<file path="src/rtl/skew_feeder.sv">
// Tile loader for the systolic-array shift-register bank: accepts BUFFER_SIZE row vectors,
// feeds them into the lanes with a diagonal skew, then pulses the bank read enable.
module skew_feeder #(
    parameter int unsigned DATA_WIDTH   = 8,
    parameter int unsigned BUFFER_SIZE  = 9,
    parameter int unsigned BUFFER_COUNT = 16
) (
    input  logic                               clk,
    input  logic                               rst,
    input  logic                               start,
    input  logic                               s_valid,
    output logic                               s_ready,
    input  logic [BUFFER_COUNT*DATA_WIDTH-1:0] s_data,
    output logic [BUFFER_COUNT-1:0]            in_valid,
    output logic [BUFFER_COUNT*DATA_WIDTH-1:0] data_out,
    output logic                               read_en,
    output logic                               busy,
    output logic                               done
);

    localparam int unsigned MaxLen = (BUFFER_SIZE > BUFFER_COUNT) ? BUFFER_SIZE : BUFFER_COUNT;
    localparam int unsigned CntW   = $clog2(MaxLen) + 1;

    localparam logic [CntW-1:0] LastBeat  = CntW'(BUFFER_SIZE - 1);
    localparam logic [CntW-1:0] LastFlush = CntW'(BUFFER_COUNT - 1);
    localparam logic [CntW-1:0] LastRead  = CntW'(BUFFER_SIZE - 1);

    typedef enum logic [1:0] {StIdle, StLoad, StFlush, StRead} state_e;

    state_e          state_q;
    logic [CntW-1:0] cnt_q;
    logic            s_ready_q;
    logic            busy_q;
    logic            read_en_q;
    logic            done_q;
    logic            accept;

    assign accept = s_valid && s_ready_q;

    // One counter is shared by LOAD (beats), FLUSH (skew drain) and READ (read_en length).
    always_ff @(posedge clk) begin
        if (rst) begin
            state_q   <= StIdle;
            cnt_q     <= '0;
            s_ready_q <= 1'b0;
            busy_q    <= 1'b0;
            read_en_q <= 1'b0;
            done_q    <= 1'b0;
        end else begin
            done_q <= 1'b0;
            unique case (state_q)
                StIdle: begin
                    if (start) begin
                        state_q   <= StLoad;
                        cnt_q     <= '0;
                        s_ready_q <= 1'b1;
                        busy_q    <= 1'b1;
                    end
                end
                StLoad: begin
                    if (accept) begin
                        if (cnt_q == LastBeat) begin
                            state_q   <= StFlush;
                            cnt_q     <= '0;
                            s_ready_q <= 1'b0;
                        end else begin
                            cnt_q <= cnt_q + CntW'(1);
                        end
                    end
                end
                StFlush: begin
                    if (cnt_q == LastFlush) begin
                        state_q   <= StRead;
                        cnt_q     <= '0;
                        read_en_q <= 1'b1;
                    end else begin
                        cnt_q <= cnt_q + CntW'(1);
                    end
                end
                StRead: begin
                    if (cnt_q == LastRead) begin
                        state_q   <= StIdle;
                        cnt_q     <= '0;
                        read_en_q <= 1'b0;
                        busy_q    <= 1'b0;
                        done_q    <= 1'b1;
                    end else begin
                        cnt_q <= cnt_q + CntW'(1);
                    end
                end
                default: begin
                    state_q <= StIdle;
                end
            endcase
        end
    end

    assign s_ready = s_ready_q;
    assign busy    = busy_q;
    assign read_en = read_en_q;
    assign done    = done_q;

    // Lane i is a free-running delay line of i+1 stages; stage 0 keeps its old data on bubbles.
    for (genvar i = 0; i < BUFFER_COUNT; i++) begin : g_lane
        logic [i:0][DATA_WIDTH-1:0] dat_q;
        logic [i:0]                 vld_q;
        logic [DATA_WIDTH-1:0]      head_d;

        assign head_d = accept ? s_data[i*DATA_WIDTH +: DATA_WIDTH] : dat_q[0];

        if (i == 0) begin : g_tap
            always_ff @(posedge clk) begin
                if (rst) begin
                    dat_q <= '0;
                    vld_q <= '0;
                end else begin
                    dat_q <= head_d;
                    vld_q <= accept;
                end
            end
        end else begin : g_line
            always_ff @(posedge clk) begin
                if (rst) begin
                    dat_q <= '0;
                    vld_q <= '0;
                end else begin
                    dat_q <= {dat_q[i-1:0], head_d};
                    vld_q <= {vld_q[i-1:0], accept};
                end
            end
        end

        assign in_valid[i]                          = vld_q[i];
        assign data_out[i*DATA_WIDTH +: DATA_WIDTH] = dat_q[i];
    end

endmodule

</file>
<file path="config.mk">
export PLATFORM = sky130hd
export DESIGN_NAME = skew_feeder
export DESIGN_NICKNAME = d
export VERILOG_FILES = /design/src/rtl/skew_feeder.sv
export SDC_FILE = /design/constraint.sdc
export NUM_CORES = 1
export LEC_CHECK = 0
export BUFFER_PORTS_ARGS = -buffer_cell sky130_fd_sc_hd__buf_4
export CAP_MARGIN = 5
export CORE_UTILIZATION = 50
export DETAILED_ROUTE_END_ITERATION = 16
export GPL_ROUTABILITY_DRIVEN = 0
export GPL_TIMING_DRIVEN = 1
export PLACE_DENSITY = 0.68
export SKIP_CTS_REPAIR_TIMING = 1
export SYNTH_ARGS = -nofsm -noshare
export SYNTH_HDL_FRONTEND = slang
export SYNTH_SLANG_ARGS = --single-unit
</file>
<file path="constraint.sdc">
create_clock -name clk -period 2.3 [get_ports clk]
set_input_delay 0.23 -clock clk [delete_from_list [all_inputs] [get_ports clk]]
set_output_delay 0.23 -clock clk [all_outputs]
set_load 0.01 [all_outputs]
</file>
==> results of run 1 <==
==> metal layers <==
metal  track usage [%]  vias to the layer above
met2              23.3                      326
met5                 0                        -
met3              5.60                      118
met1              16.7                     7491
li1                  -                     8468
met4              6.23                        6
==> sequential cells by signal (all words and copies together) (netlist names) <==
register,cells
state_q,2
g_lane.dat_q,968
s_ready,1
read_en,1
data_out,120
g_lane.vld_q,16
cnt_q,5
done,1
busy,1
==> cells by family after synthesis <==
| family | after synthesis | synth area share, % |
|---|---|---|
| compound gates | 147 | 3.88 |
| fa+ha+maj | 9 | 0.357 |
| buf+inv | 267 | 4.76 |
| flops | 1115 | 70.8 |
| simple gates | 1028 | 20.2 |
==> Yosys cell counts (3+ instances only) <==
| cell | instances | area share [%] |
|---|---|---|
| buf_4 | 121 | 2.9 |
| nor2b_1 | 975 | 19 |
| a21oi_1 | 17 | 0.27 |
| clkbuf_1 | 111 | 1.3 |
| nand3_1 | 4 | 0.064 |
| buf_1 | 3 | 0.036 |
| nand4_1 | 5 | 0.099 |
| dfxtp_1 | 1115 | 71 |
| ha_1 | 9 | 0.36 |
| nor2_1 | 12 | 0.14 |
| buf_2 | 22 | 0.35 |
| nand2_1 | 25 | 0.30 |
| inv_1 | 8 | 0.095 |
| o22a_1 | 120 | 3.3 |
==> layout make-up <==
cell class / count / share of cell area (%)
antenna: 1 / 0.00648
clock buffer: 147 / 7.89
clock inverter: 49 / 1.64
inverter: 8 / 0.0778
multi-input combinational: 1184 / 20.0
sequential: 1115 / 57.8
tap: 837 / 2.71
timing repair buffer: 443 / 9.87
==> worst min-delay path, stage by stage <==
cell     delay [ns]
buf_4          0.11
a21oi_1        0.07
a22oi_1        0.14
nor2_1         0.05
==> final timing paths <==
kind | end | cells after the start
min reg2reg | g_lane[15].dat_q[27] | 1
max reg2reg | state_q[0] | 8
max | state_q[0] | 8
min | s_ready | 4
==> per-stage QoR <==
stage / std cells / instance area, sq um / hold slack, ns
floorplan: 2566 / 31500 / 0.363
global placement: 3457 / 33600 / 0.415
detailed placement: 3457 / 33600 / 0.420
CTS: 3653 / 37300 / -0.240
global route: 3784 / 38600 / 0.00503
finish: 3784 / 38600 / 0.0172
==> power breakdown <==
group,switching [mW],total (mW),internal [mW]
Sequential,0.211,20.4,20.2
Clock,7.05,17.8,10.7
Combinational,1.12,2.23,1.11
==> results.json, run 1 <==
{
  "grtUsageTotal_pct": 14.3,
  "cts_sinks": 1115,
  "final_util_pct": 62.3,
  "row_count": 91,
  "crit_buf_inv": 1,
  "min_from": "start",
  "yosys_warnings": 0,
  "core_sq_um": 61900,
  "die_area_sq_um": 64000,
  "path_max_fanout": 10,
  "synthArstFlopShare_pct": 0,
  "slowest_stage": "dfxtp_1",
  "leakagePower_nw": 15.9,
  "hold_path.class": "primary input to flip-flop",
  "area_growth_pct": 22.5,
  "fmax_ghz": 0.513,
  "ys.flop_type": "dfxtp_1",
  "finalPower_mw": 40.5,
  "clk_path_buf_depth": 3,
  "dr_wl_met3_mm": 3.17,
  "ff2ff_setup_slack_ns": 0.35,
  "multi_input_area_sq_um": 7700,
  "ys_seq_elements": 1115,
  "clkLatencyLatePin_ns": 0.64,
  "dp_hpwl_mm": 27.2,
  "ir_drop_uv": 630,
  "final.setup.tns_ns": 0,
  "crit_chain": "ha_1 -> nand3_1 -> inv_1 -> ha_1 -> or2b_1 -> o21ai_4 -> or3_1 -> a21oi_1",
  "ff_latch_area_sq_um": 22300,
  "die_x_um": 253,
  "numPortBuffers": 279,
  "viasPerCell": 4.34,
  "fin_nets": 2998,
  "synth_area_sq_um": 31500,
  "seq_area_frac_synth_pct": 70.8,
  "maxUsedRoutingLayer": "met5",
  "antenna_found_initial": 4,
  "initial_core_util_pct": 50.9,
  "critical_path_class": "flip-flop to flip-flop",
  "drt_first_pass_iters": 5,
  "p_per_area_nw_per_um2": 1050,
  "maxSlewViolCount": 0,
  "cap_viol_max_count": 0,
  "tightest_slew_ns": 0.879,
  "worstPathArrival_ns": 2.51,
  "syn_inst": 2566,
  "overflow": 0,
  "fillers": 4816,
  "avgSynthCellArea_sq_um": 12.3,
  "drc": 0,
  "cp_data_required_time_ns": 2.86,
  "clock-root-buffer": "clkbuf_16",
  "num_vias": 16400,
  "min_period_over_period_pct": 84.8,
  "drtIter0Drc": 605,
  "slew-limit-headroom_pct": 41.4,
  "htreeDepth": 3,
  "max_stage_delay_ns": 0.39,
  "period_needed_ns": 1.95,
  "ys_types": 29,
  "status": "completed",
  "place_worst_setup_slack_ns": 0.444,
  "final_common_cell": "dfxtp_1",
  "grt_pass1_wl_mm": 74.0,
  "grt_max_degree": 101,
  "skew_ns": 0.0131,
  "synth_nets": 2707,
  "rsz0062_at_grt": "no",
  "critical_path.top_delay_family": "simple AND/OR/NAND/NOR gates",
  "synth_edf_count": 0,
  "crit_top_cell": "ha_1",
  "io_pins": 280,
  "drt_wl_total_mm": 48.0,
  "cts_tree": "done",
  "final_cell_mix": "dfxtp_1, nor2b_1, buf_4, dlygate4sd3_1, o22a_1",
  "setup_violations": 0,
  "cts_made_buffers": 105,
  "met1_length_mm": 20.7,
  "crit_path_end_kind": "flip-flop",
  "wl_met2_mm": 22.7,
  "layout-drive-gt1-share_pct": 16.9,
  "die_h_um": 253,
  "drtAntennaViolNets": 0,
  "finalHoldViolCount": 0,
  "first_global_vias": 15200,
  "wl_per_cell_um": 12.7,
  "worstSetupStartpointType": "flip-flop",
  "critPathLaunch": "cnt_q[0]",
  "clkSlewWorstSetupHoldPaths_ns": 0.06,
  "fin_ws_ns": 0.350,
  "reg2reg_from": "cnt_q[0]"
}
(Power assumes the default switching activity.)
==> run 2: changes to the inputs <==
--- a/config.mk
+++ b/config.mk
@@ -5,13 +5,14 @@
 export SDC_FILE = /design/constraint.sdc
 export NUM_CORES = 1
 export LEC_CHECK = 0
+export ABC_AREA = 1
 export BUFFER_PORTS_ARGS = -buffer_cell sky130_fd_sc_hd__buf_4
 export CAP_MARGIN = 5
 export CORE_UTILIZATION = 50
 export DETAILED_ROUTE_END_ITERATION = 16
 export GPL_ROUTABILITY_DRIVEN = 0
 export GPL_TIMING_DRIVEN = 1
-export PLACE_DENSITY = 0.68
+export PLACE_DENSITY = 0.7
 export SKIP_CTS_REPAIR_TIMING = 1
 export SYNTH_ARGS = -nofsm -noshare
 export SYNTH_HDL_FRONTEND = slang
==> constraint.sdc (replaced) <==
create_clock -name clk -period 1.6 [get_ports clk]
set_input_delay 0.16 -clock clk [delete_from_list [all_inputs] [get_ports clk]]
set_output_delay 0.16 -clock clk [all_outputs]
set_load 0.01 [all_outputs]
==> results.json, run 2 <==
{
  "status": "completed",
  "grt_pass1_wl_mm": 80.4,
  "grtUsageTotal_pct": 14.5,
  "critical_path_class": "flip-flop to flip-flop",
  "fin_nets": 4027,
  "final_common_cell": "dfxtp_1",
  "cap_viol_max_count": 0,
  "fin_ws_ns": 0.0718,
  "area_growth_pct": 21.3,
  "reg2reg_depth": 5,
  "synth_most_common_cell": "dfxtp_1",
  "layout-drive-gt1-share_pct": 15.0,
  "leakagePower_nw": 16.4,
  "p_per_area_nw_per_um2": 1440,
  "ir_drop_uv": 994,
  "clkLatencyLatePin_ns": 0.65,
  "place_inst": 4509,
  "die_area_sq_um": 67400,
  "wl_per_cell_um": 10.8,
  "avgSynthCellArea_sq_um": 9.32,
  "setup_violations": 0,
  "tightest_slew_ns": 0.602,
  "drc": 0,
  "final_cells": 4831,
  "num_vias": 19700,
  "period_needed_ns": 1.53,
  "io_pins": 280,
  "crit_path_end_kind": "flip-flop",
  "final_util_pct": 61.2,
  "maxSlewViolCount": 0,
  "viasPerCell": 4.07,
  "yosysTopAreaCellShare_pct": 67.3,
  "numPortBuffers": 279,
  "ys.flop_type": "dfxtp_1",
  "die_x_um": 260,
  "ff2ff_setup_slack_ns": 0.07,
  "yosys_warnings": 0,
  "worstPathArrival_ns": 2.11,
  "cts_tree": "done",
  "finalPower_mw": 58.0,
  "drtIter0Drc": 904,
  "die_h_um": 260,
  "clock-root-buffer": "clkbuf_16",
  "synth_area_sq_um": 33200,
  "critPathCapture": "g_lane[1].dat_q[5]",
  "finalHoldViolCount": 0,
  "ys_types": 20,
  "synthTopCellsByCount": "dfxtp_1, inv_1, nor2_1",
  "fmax_ghz": 0.654,
  "design_area_sq_um": 40300,
  "whs_ns": 0.281,
  "synth_edf_count": 0,
  "yosysTopAreaCell": "dfxtp_1",
  "hold_path.class": "primary input to flip-flop",
  "cts_made_buffers": 105,
  "worstSetupStartpointType": "flip-flop",
  "syn_inst": 3561,
  "drt_first_pass_iters": 5,
  "critPathLaunch": "s_ready",
  "htreeDepth": 3,
  "antenna_found_initial": 8,
  "synthArstFlopShare_pct": 0,
  "grt_max_degree": 81,
  "reg2reg_from": "s_ready",
  "placed_area_sq_um": 35400,
  "initial_core_util_pct": 50.5,
  "min_period_over_period_pct": 95.5,
  "largest_reg_flops": 968,
  "seq_area_frac_synth_pct": 67.3,
  "slew-limit-headroom_pct": 59.9,
  "cts_sinks": 1115,
  "ys_seq_elements": 1115,
  "row_count": 94,
  "core_sq_um": 65700,
  "first_global_vias": 17400,
  "clkSlewWorstSetupHoldPaths_ns": 0.06,
  "synth_nets": 3702,
  "dp_hpwl_mm": 29.1,
  "final.setup.tns_ns": 0,
  "synthTopCellsByArea": "dfxtp_1, inv_1, nor2_1, o22a_1, buf_4",
  "path_max_fanout": 38,
  "overflow": 0,
  "clk_path_buf_depth": 3,
  "regMostFlops": "g_lane.dat_q",
  "cp_data_required_time_ns": 2.19,
  "r2r_end": "g_lane[1].dat_q[5]",
  "final_cell_mix": "dfxtp_1, inv_1, nor2_1, buf_4, dlygate4sd3_1",
  "skew_ns": 0.0148,
  "drtAntennaViolNets": 0,
  "drt_wl_total_mm": 52.0,
  "place_worst_setup_slack_ns": -0.0165
}
[run 2: cell count changes after synthesis, moves of 9 or more]
cell / previous run / this run
a21oi_1: 17 / 8
buf_2: 22 / 107
buf_4: 121 / 132
buf_6: 2 / 18
clkbuf_1: 111 / 1
inv_1: 8 / 995
nor2_1: 12 / 932
nor2_2: 0 / 70
nor2b_1: 975 / 0
o21ai_0: 2 / 12
[run 2: cells by family after synthesis]
| kind of cell | share of synthesized area, % |
|---|---|
| buf+inv | 16.5 |
| flops | 67.3 |
| simple gates | 12.4 |
| compound gates | 3.49 |
| fa+ha+maj | 0.339 |
[run 2: critical path: stages, from the launching register on]
cell and delay [ns]:
dfxtp_1 0.48, nand2_8 0.21, nor2_4 0.21, buf_12 0.15, buf_12 0.22, o22a_1 0.18
[run 2: area by class of cell]
cell class | count | area [sq um]
Antenna cell | 6 | 15.0
Clock buffer | 150 | 3050
Clock inverter | 32 | 425
Fill cell | 5239 | 25500
Inverter | 995 | 3730
Multi-Input combinational cell | 1193 | 5450
Sequential cell | 1115 | 22300
Tap cell | 864 | 1080
Timing Repair Buffer | 476 | 4180
[run 2: how the worst min path moves through the flow]
stage	from	to	depth (start not counted)
CTS	s_data[15]	g_lane[1].dat_q[7]	2
detailed placement	s_data[79]	g_lane[9].dat_q[7]	2
global route	s_data[15]	g_lane[1].dat_q[7]	3
finish	s_data[45]	g_lane[5].dat_q[5]	3
floorplan	s_data[80]	g_lane[10].dat_q[0]	1
global placement	s_data[21]	g_lane[2].dat_q[5]	2
[run 2: metal layers]
layer	routed length, um	GRT usage, %	vias up
met5	27	0	-
met4	1520	6.14	4
met3	3020	5.67	112
met2	24400	23.4	328
met1	23100	17.3	8725
li1	-	-	10500
[run 2: where the power goes]
group	leakage [nW]	internal, mW	switching (mW)
combinational	5.67	1.72	2.26
clock	1.71	14.5	10.0
sequential	9.01	29.1	0.400
